**src/rtl/pulse_ts_pkg.sv**
```systemverilog
// Shared defaults and width helpers for the pulse timestamp capture path.
package pulse_ts_pkg;

    localparam int TS_WIDTH_DEF  = 32;
    localparam int DEPTH_DEF     = 8;
    localparam int CNT_WIDTH_DEF = 16;

    // Level must represent 0..DEPTH inclusive, hence one bit beyond the pointer width.
    function automatic int level_width(input int depth);
        return $clog2(depth) + 1;
    endfunction

endpackage

```
**src/rtl/sync_fifo.sv**
```systemverilog
// First-word-fall-through FIFO; a push while full is ignored unless a pop frees the slot.
module sync_fifo
    import pulse_ts_pkg::*;
#(
    parameter int WIDTH = TS_WIDTH_DEF,
    parameter int DEPTH = DEPTH_DEF
) (
    input  logic                          clk,
    input  logic                          rst,
    input  logic                          push,
    input  logic [WIDTH-1:0]              push_data,
    input  logic                          pop,
    output logic [WIDTH-1:0]              pop_data,
    output logic                          full,
    output logic                          empty,
    output logic [level_width(DEPTH)-1:0] level
);

    localparam int AW = $clog2(DEPTH);
    localparam int LW = level_width(DEPTH);

    logic [WIDTH-1:0] mem [DEPTH];
    logic [AW-1:0]    wr_ptr;
    logic [AW-1:0]    rd_ptr;
    logic [LW-1:0]    count;
    logic             do_push;
    logic             do_pop;

    assign empty   = (count == '0);
    assign full    = (count == LW'(DEPTH));
    assign do_pop  = pop & ~empty;
    assign do_push = push & (~full | do_pop);

    // Memory is cleared on reset so the head reads as zero straight out of reset.
    always_ff @(posedge clk or posedge rst) begin
        if (rst) begin
            for (int i = 0; i < DEPTH; i++) begin
                mem[i] <= '0;
            end
            wr_ptr <= '0;
            rd_ptr <= '0;
            count  <= '0;
        end else begin
            if (do_push) begin
                mem[wr_ptr] <= push_data;
                wr_ptr      <= wr_ptr + 1'b1;
            end
            if (do_pop) begin
                rd_ptr <= rd_ptr + 1'b1;
            end
            case ({do_push, do_pop})
                2'b10:   count <= count + 1'b1;
                2'b01:   count <= count - 1'b1;
                default: count <= count;
            endcase
        end
    end

    assign pop_data = mem[rd_ptr];
    assign level    = count;

endmodule

```
**src/rtl/pulse_timestamp_fifo.sv**
```systemverilog
// Timestamps rising edges of pulse_in against a free-running counter and streams them out,
// keeping a sticky overflow flag and a saturating count of timestamps lost to a full FIFO.
module pulse_timestamp_fifo
    import pulse_ts_pkg::*;
#(
    parameter int TS_WIDTH  = TS_WIDTH_DEF,
    parameter int DEPTH     = DEPTH_DEF,
    parameter int CNT_WIDTH = CNT_WIDTH_DEF
) (
    input  logic                          clk,
    input  logic                          rst,
    input  logic                          pulse_in,
    input  logic                          enable,
    input  logic                          ts_clear,
    output logic [TS_WIDTH-1:0]           ts_data,
    output logic                          ts_valid,
    input  logic                          ts_ready,
    output logic [level_width(DEPTH)-1:0] fifo_level,
    output logic                          overflow,
    output logic [CNT_WIDTH-1:0]          drop_count,
    input  logic                          overflow_clr
);

    logic [TS_WIDTH-1:0] ts_cnt;
    logic                pulse_d;
    logic                rise;
    logic                capture;
    logic                pop;
    logic                fifo_full;
    logic                fifo_empty;
    logic                drop;

    always_ff @(posedge clk or posedge rst) begin
        if (rst) begin
            ts_cnt <= '0;
        end else if (ts_clear) begin
            ts_cnt <= '0;
        end else begin
            ts_cnt <= ts_cnt + 1'b1;
        end
    end

    // pulse_d resets high so a pulse already asserted at reset release is not an edge.
    always_ff @(posedge clk or posedge rst) begin
        if (rst) begin
            pulse_d <= 1'b1;
        end else begin
            pulse_d <= pulse_in;
        end
    end

    assign rise     = pulse_in & ~pulse_d;
    assign capture  = rise & enable;
    assign ts_valid = ~fifo_empty;
    assign pop      = ts_valid & ts_ready;
    assign drop     = capture & fifo_full & ~pop;

    sync_fifo #(
        .WIDTH (TS_WIDTH),
        .DEPTH (DEPTH)
    ) u_fifo (
        .clk       (clk),
        .rst       (rst),
        .push      (capture),
        .push_data (ts_cnt),
        .pop       (pop),
        .pop_data  (ts_data),
        .full      (fifo_full),
        .empty     (fifo_empty),
        .level     (fifo_level)
    );

    // A drop in the same cycle as a clear wins, leaving a count of one.
    always_ff @(posedge clk or posedge rst) begin
        if (rst) begin
            overflow   <= 1'b0;
            drop_count <= '0;
        end else if (drop) begin
            overflow <= 1'b1;
            if (overflow_clr) begin
                drop_count <= CNT_WIDTH'(1);
            end else if (drop_count != '1) begin
                drop_count <= drop_count + 1'b1;
            end
        end else if (overflow_clr) begin
            overflow   <= 1'b0;
            drop_count <= '0;
        end
    end

endmodule

```
**config.mk**
```make
export PLATFORM = sky130hd
export DESIGN_NAME = pulse_timestamp_fifo
export DESIGN_NICKNAME = d
export VERILOG_FILES = /design/src/rtl/pulse_ts_pkg.sv /design/src/rtl/sync_fifo.sv /design/src/rtl/pulse_timestamp_fifo.sv
export SDC_FILE = /design/constraint.sdc
export NUM_CORES = 1
export LEC_CHECK = 0
export ABC_AREA = 1
export BUFFER_PORTS_ARGS = -buffer_cell sky130_fd_sc_hd__buf_2
export CORE_MARGIN = 2
export CORE_UTILIZATION = 55
export DETAILED_ROUTE_END_ITERATION = 8
export PLACE_DENSITY = 0.72
export SETUP_SLACK_MARGIN = 0.5
export SYNTH_ARGS = -nofsm -noshare
export SYNTH_HDL_FRONTEND = slang
export SYNTH_SLANG_ARGS = --single-unit
export TNS_END_PERCENT = 100
```
**constraint.sdc**
```tcl
create_clock -name clk -period 13.2 [get_ports clk]
set_clock_uncertainty 0.15 [all_clocks]
set_input_delay 1.98 -clock clk [delete_from_list [all_inputs] [get_ports clk]]
set_output_delay 1.98 -clock clk [all_outputs]
set_load 0.02 [all_outputs]
```
After elaboration in Yosys (flattened, before gate mapping)

Cells that the tools add are included.

Input port bits: 7
Output and inout bits: 54
Bits in registers: 316
Logic and storage cells: 62

Add/subtract/negate cells: 6
Bitwise operators: 14
Multiplexer cells: 14
$lt $le $gt $ge: 3
Reductions and logical operators: 6
Equality and inequality tests: 4

Operators with widths:

| kind                  | number |
|---|---|
| $bwmux 256            | 1 |
| $mux 32               | 4 |
| $bmux 32 s3           | 1 |
| $demux 32 s3          | 1 |
| $mux 16               | 4 |
| $add 32x1->32 const B | 1 |
| $add 16x1->16 const B | 1 |
| $ne 16x16->1 const B  | 1 |
| $ge 4x4->1 const B    | 2 |
| $not 3->4             | 2 |
| $pmux 4 s2            | 1 |
| $and 1x1->1           | 7 |
| $add 3x1->3 const B   | 2 |
| $reduce_bool 2->1     | 3 |
| $add 4x1->4 const B   | 1 |
| $eq 4x4->1 const B    | 1 |
| $logic_not 4->1       | 1 |
| $lt 4x1->1 const B    | 1 |
| $not 1->1             | 4 |
| $sub 4x1->4 const B   | 1 |
| $eq 2x1->1 const B    | 1 |
| $eq 2x2->1 const B    | 1 |
| $mux 1                | 2 |
| $reduce_and 2->1      | 1 |
| other kinds (2)       | 2 |

Depth between registers and ports, before layout

Depth after elaboration: 8
Depth in mapped cells: 12
Mapped depth without buffers: 11

By module

A second synthesis with hierarchy kept.

Cell total of the unflattened synthesis: 2297
Area, all modules: 16732.3 um^2

By module, submodules not included:

| module               | times used | area an instance (um^2) | cells an instance |
|---|---|---|---|
| sync_fifo            | 1          | 13665.6                 | 1850 |
| pulse_timestamp_fifo | 1          | 3066.7                  | 447 |

Least setup slack after synthesis

Ideal clock, no wire load.

Path type: input port to flip-flop
Start point: input enable
End point: register u_fifo.count[2], in the netlist u_fifo.level[2]
Buffers on the path: 0
Required time: 12.986 ns
Library setup time: 0.064 ns
Stages: 10
Setup slack: 9.665 ns
Arrival: 3.320 ns
Path through: nand2_1 > nor2_2 > nand2_4 > ha_1 > xor2_1 > ha_1 > a21oi_1 > a21oi_1 > o21ai_0 > o21a_1

Longest elaborated chain between the ends: 4

Ends and longest elaborated chain:

| what                                                   | line                       | text |
|---|---|---|
| from (decl)                                            | pulse_timestamp_fifo.sv:13 | `input logic enable,` |
| $and 1x1->1 *                                          | pulse_timestamp_fifo.sv:53 | `assign capture = rise & enable;` |
| $and 1x1->1 *                                          | sync_fifo.sv:32            | `assign do_push = push & (~full \| do_pop);` |
| $eq 2x1->1 / $eq 2x2->1 (equally long branches)        | sync_fifo.sv:51            | `case ({do_push, do_pop})` |
| $pmux 4 s2 / $reduce_bool 2->1 (equally long branches) | --                         |  |
| to (signal assigned)                                   | sync_fifo.sv:52            | `2'b10: count <= count + 1'b1;` |
| to (signal assigned)                                   | sync_fifo.sv:53            | `2'b01: count <= count - 1'b1;` |
| to (signal assigned)                                   | sync_fifo.sv:54            | `default: count <= count;` |
| to (decl)                                              | sync_fifo.sv:25            | `logic [LW-1:0] count;` |

Mark *: on every way between the ends. The rest lies on a longest branch, timed or not.
A chain may end at the register's enable or synchronous reset.

Worst setup path in the final report

Start point: register u_fifo.rd_ptr[0]
End point: output ts_data[3]

Longest elaborated chain between the ends: 4

Ends and longest elaborated chain:

| what                                        | line                       | text |
|---|---|---|
| from (decl)                                 | sync_fifo.sv:24            | `logic [AW-1:0] rd_ptr;` |
| from (signal assigned)                      | sync_fifo.sv:49            | `rd_ptr <= rd_ptr + 1'b1;` |
| $not 3->4 (not written as such)             | sync_fifo.sv:59            | `assign pop_data = mem[rd_ptr];` |
| $bmux 32 s3                                 | sync_fifo.sv:59            |  |
| $mux 32 (not written as such) (2 in series) | sync_fifo.sv:59            |  |
| to (decl)                                   | pulse_timestamp_fifo.sv:15 | `output logic [TS_WIDTH-1:0] ts_data,` |

No other way between the ends. The select of a mux whose other input is x is not followed.

==> metrics.txt <==
outcome=finished clean; maxcap violations=0; mux contribution to synthesized area=0.0210; # setup viols final=0; Post-synth top cells=nand2_1, dfrtp_1, nor2_1; # DRC=0; worst-path fanout max=70; Worst Hold Endpoint=u_fifo.mem[47]; most used cell along the critical path=nand2_1; GRT overflow=0; starting density of the core=0.563; simple-gate share of the synthesized area=0.221; reg-to-reg slack, setup=10,150 ps; DP Worst Slack=8000 ps; first-pass GRT wire length=59,700 um; # nets final=1,815; Top Ports=61; core area=27,100 um^2; CP endpoint kind=output port; Clock transition at path regs=60 ps; Cell Area, Synth=15,300 um^2; R2R Path End=u_fifo.rd_ptr[0]; worst min path class=flip-flop to flip-flop; largest net degree at the start of global routing=188; multi-input logic area=6380 um^2; R2R depth=3; ys flop type=dfrtp_1; dpl hpwl=20,400 um; row count=60; combinational family with the most area after synthesis=simple AND/OR/NAND/NOR gates; htree depth=2; EDFF count, synth=0; Finished Cell Area=16,700 um^2; Worst Path Required=11,070 ps; worst slew pin tran=1120 ps; setup_tns=0 ps; Seq. cell area=7920 um^2; Ant. Diodes=0; Layout area overhead=9.24%; vias in the first global route=11,700; vias per inst=5.55; FILL cells=2,333; initial antenna violation count=1; largest cells by area after synthesis=dfrtp_1, nand2_1, nor2_1, o21ai_1, o21ai_0; # Post-CTS Setup Buffers=0; Yosys cell types=39; Tmin final=5800 ps; Buffers on Ports=60; Final Cycle Share=0.439; syn avg cell area=8.48 um^2; PnR worst setup slack=7400 ps; top-count cell post-synth=nand2_1; height of the die=171 um; hold_buf cts=0; Starting DRT DRC Count=1,080; Slew Limit Fails=0; Synth Register Bits=316; area fraction in compound gates after synthesis=0.163; width of the die=171 um; Routed WL=35,600 um; GPL Wtd Cong=0.903; Seq/Total Area, Yosys=0.518; CTS tree=built; WS Path Type=flip-flop to output port; Slowest cell on crit path=dfrtp_4; later-pin clock latency in the skew report=510 ps; maximum vdd drop=0.115 mV; Critical R2R Launch=u_fifo.rd_ptr[0]; Post-Synth Adder-Cell Area=0.00574; routed vias=12,200; GRT Overall Usage=0.253; Leak=7.55 nW; area leader, netlist=dfrtp_1; Slew HR=0.250; Post-Syn Instances=1,799; top-area cell type share of the netlist area=0.517; wire per inst=16.2 um; Final ANT Viol Nets=0; Hold WS=326 ps; syn nets=1,813; critical path startpoint category=flip-flop; synth warn=0; Cell Chain, Critical Path=clkinv_2 > buf_4 > nor2_1 > o22ai_1 > nand2_1 > nand2_1 > buf_2; Synth async-reset ratio=1.00; Critical Path AT=3670 ps; layout cells sized above 1=0.114; Max Fclk=0.173 GHz; CTS Buf Count=35; CTS sink cnt=316; First-pass DRT Iterations=5; post-synthesis xor/xnor area fraction=0.00689; Longest Clk Path Bufs=3; Root Buffer=clkbuf_16; Largest stage delay, worst path=1020 ps; HP Start=u_fifo.mem[47]; Placement Cell Area=15,500 um^2; post-CTS sizing=0; P per Cell Area=176 nW/um^2; RSZ-0062 raised after global routing=false; Die Area=29,100 um^2; hold path depth=2; Final Hold Fails=0
[registers in the layout (all words and copies together), names as in the netlist]
name / cells
u_fifo.rd_ptr: 3
overflow: 1
u_fifo.mem: 256
pulse_d: 1
ts_cnt: 32
u_fifo.wr_ptr: 3
drop_count: 16
u_fifo.level: 4
[cell families after synthesis]
logic type | count (synthesis)
AOI/OAI and AO/OA | 424
xor gates and xnor gates | 12
adders and majority gates | 7
buffers and inverters | 188
DFF | 316
muxes | 32
and+or+nand+nor | 820
[routing by layer]
layer,track usage,share of wire,vias up
met5,0,0.00037,-
met4,0.0643,0.019,2
met3,0.0282,0.044,51
met2,0.415,0.47,293
met1,0.362,0.47,5886
li1,-,-,5973
[report_power, final]
part           switching [mW]  leakage (nW)  total [mW]  internal, mW
Clock                   0.388         0.592        1.00         0.616
Sequential             0.0964          4.37        1.11          1.02
Combinational           0.559          2.58       0.822         0.263
Total                    1.04          7.55        2.94          1.89
[worst max-delay path, delay by kind of cell (launching register included)]
kind / cells / cell delay (ps)
AO/OA/AOI/OAI: 1 / 100
flip-flops: 1 / 1020
AND/OR/NAND/NOR: 3 / 370
buffers and inverters: 3 / 1580
[worst max path at each step]
| stage | slack, ps | startpoint | endpoint |
|---|---|---|---|
| 2_1_floorplan | 2330 | rst | drop_count[0] |
| 3_5_place_dp | 8000 | u_fifo.rd_ptr[0] | ts_data[30] |
| 6_report | 7400 | u_fifo.rd_ptr[0] | ts_data[3] |
| 5_1_grt | 7220 | u_fifo.rd_ptr[0] | ts_data[30] |
| 4_1_cts | 7430 | u_fifo.rd_ptr[0] | ts_data[30] |
| 3_3_place_gp | 8040 | u_fifo.rd_ptr[0] | ts_data[18] |
[final cells by class]
cell class,count,share of cell area
inverter,85,0.0198
multi-input combinational,1295,0.383
sequential,316,0.475
clock inverter,11,0.00796
clock buffer,52,0.0637
tap,372,0.0279
timing repair buffer,68,0.0224
[placed cells by master, fill, tap and decap left out, types with 2 or more instances in the layout]
cell type  count
clkbuf_8       8
nand3_1       40
o21ai_2       55
nand4_4        3
o21ai_1      152
a21oi_1       13
xor2_1        10
buf_2         60
nand2_4        2
nor2_1       224
nor3_1         7
nand3_4        5
nor2_4         4
buf_4          7
clkbuf_1       7
o32ai_1       32
xnor2_1        2
mux2i_1       32
o22ai_1       32
clkbuf_16     37
nand4_1       12
nand2_1      513
inv_1         79
ha_1           7
inv_2          2
o21ai_0      138
bufinv_16      3
dfrtp_1      313
dfrtp_4        2
nor2_2         4
clkinv_2       8
[metrics by stage]
stage | power [mW] | std cells | util
2_1_floorplan | 1.74 | 1799 | -
3_3_place_gp | 1.94 | 2136 | 0.571
3_5_place_dp | 1.95 | 2136 | 0.571
4_1_cts | 2.96 | 2199 | 0.615
5_1_grt | 3.09 | 2199 | 0.615
6_report | 2.94 | 2199 | 0.615
Power figures use the tool's default switching activity.
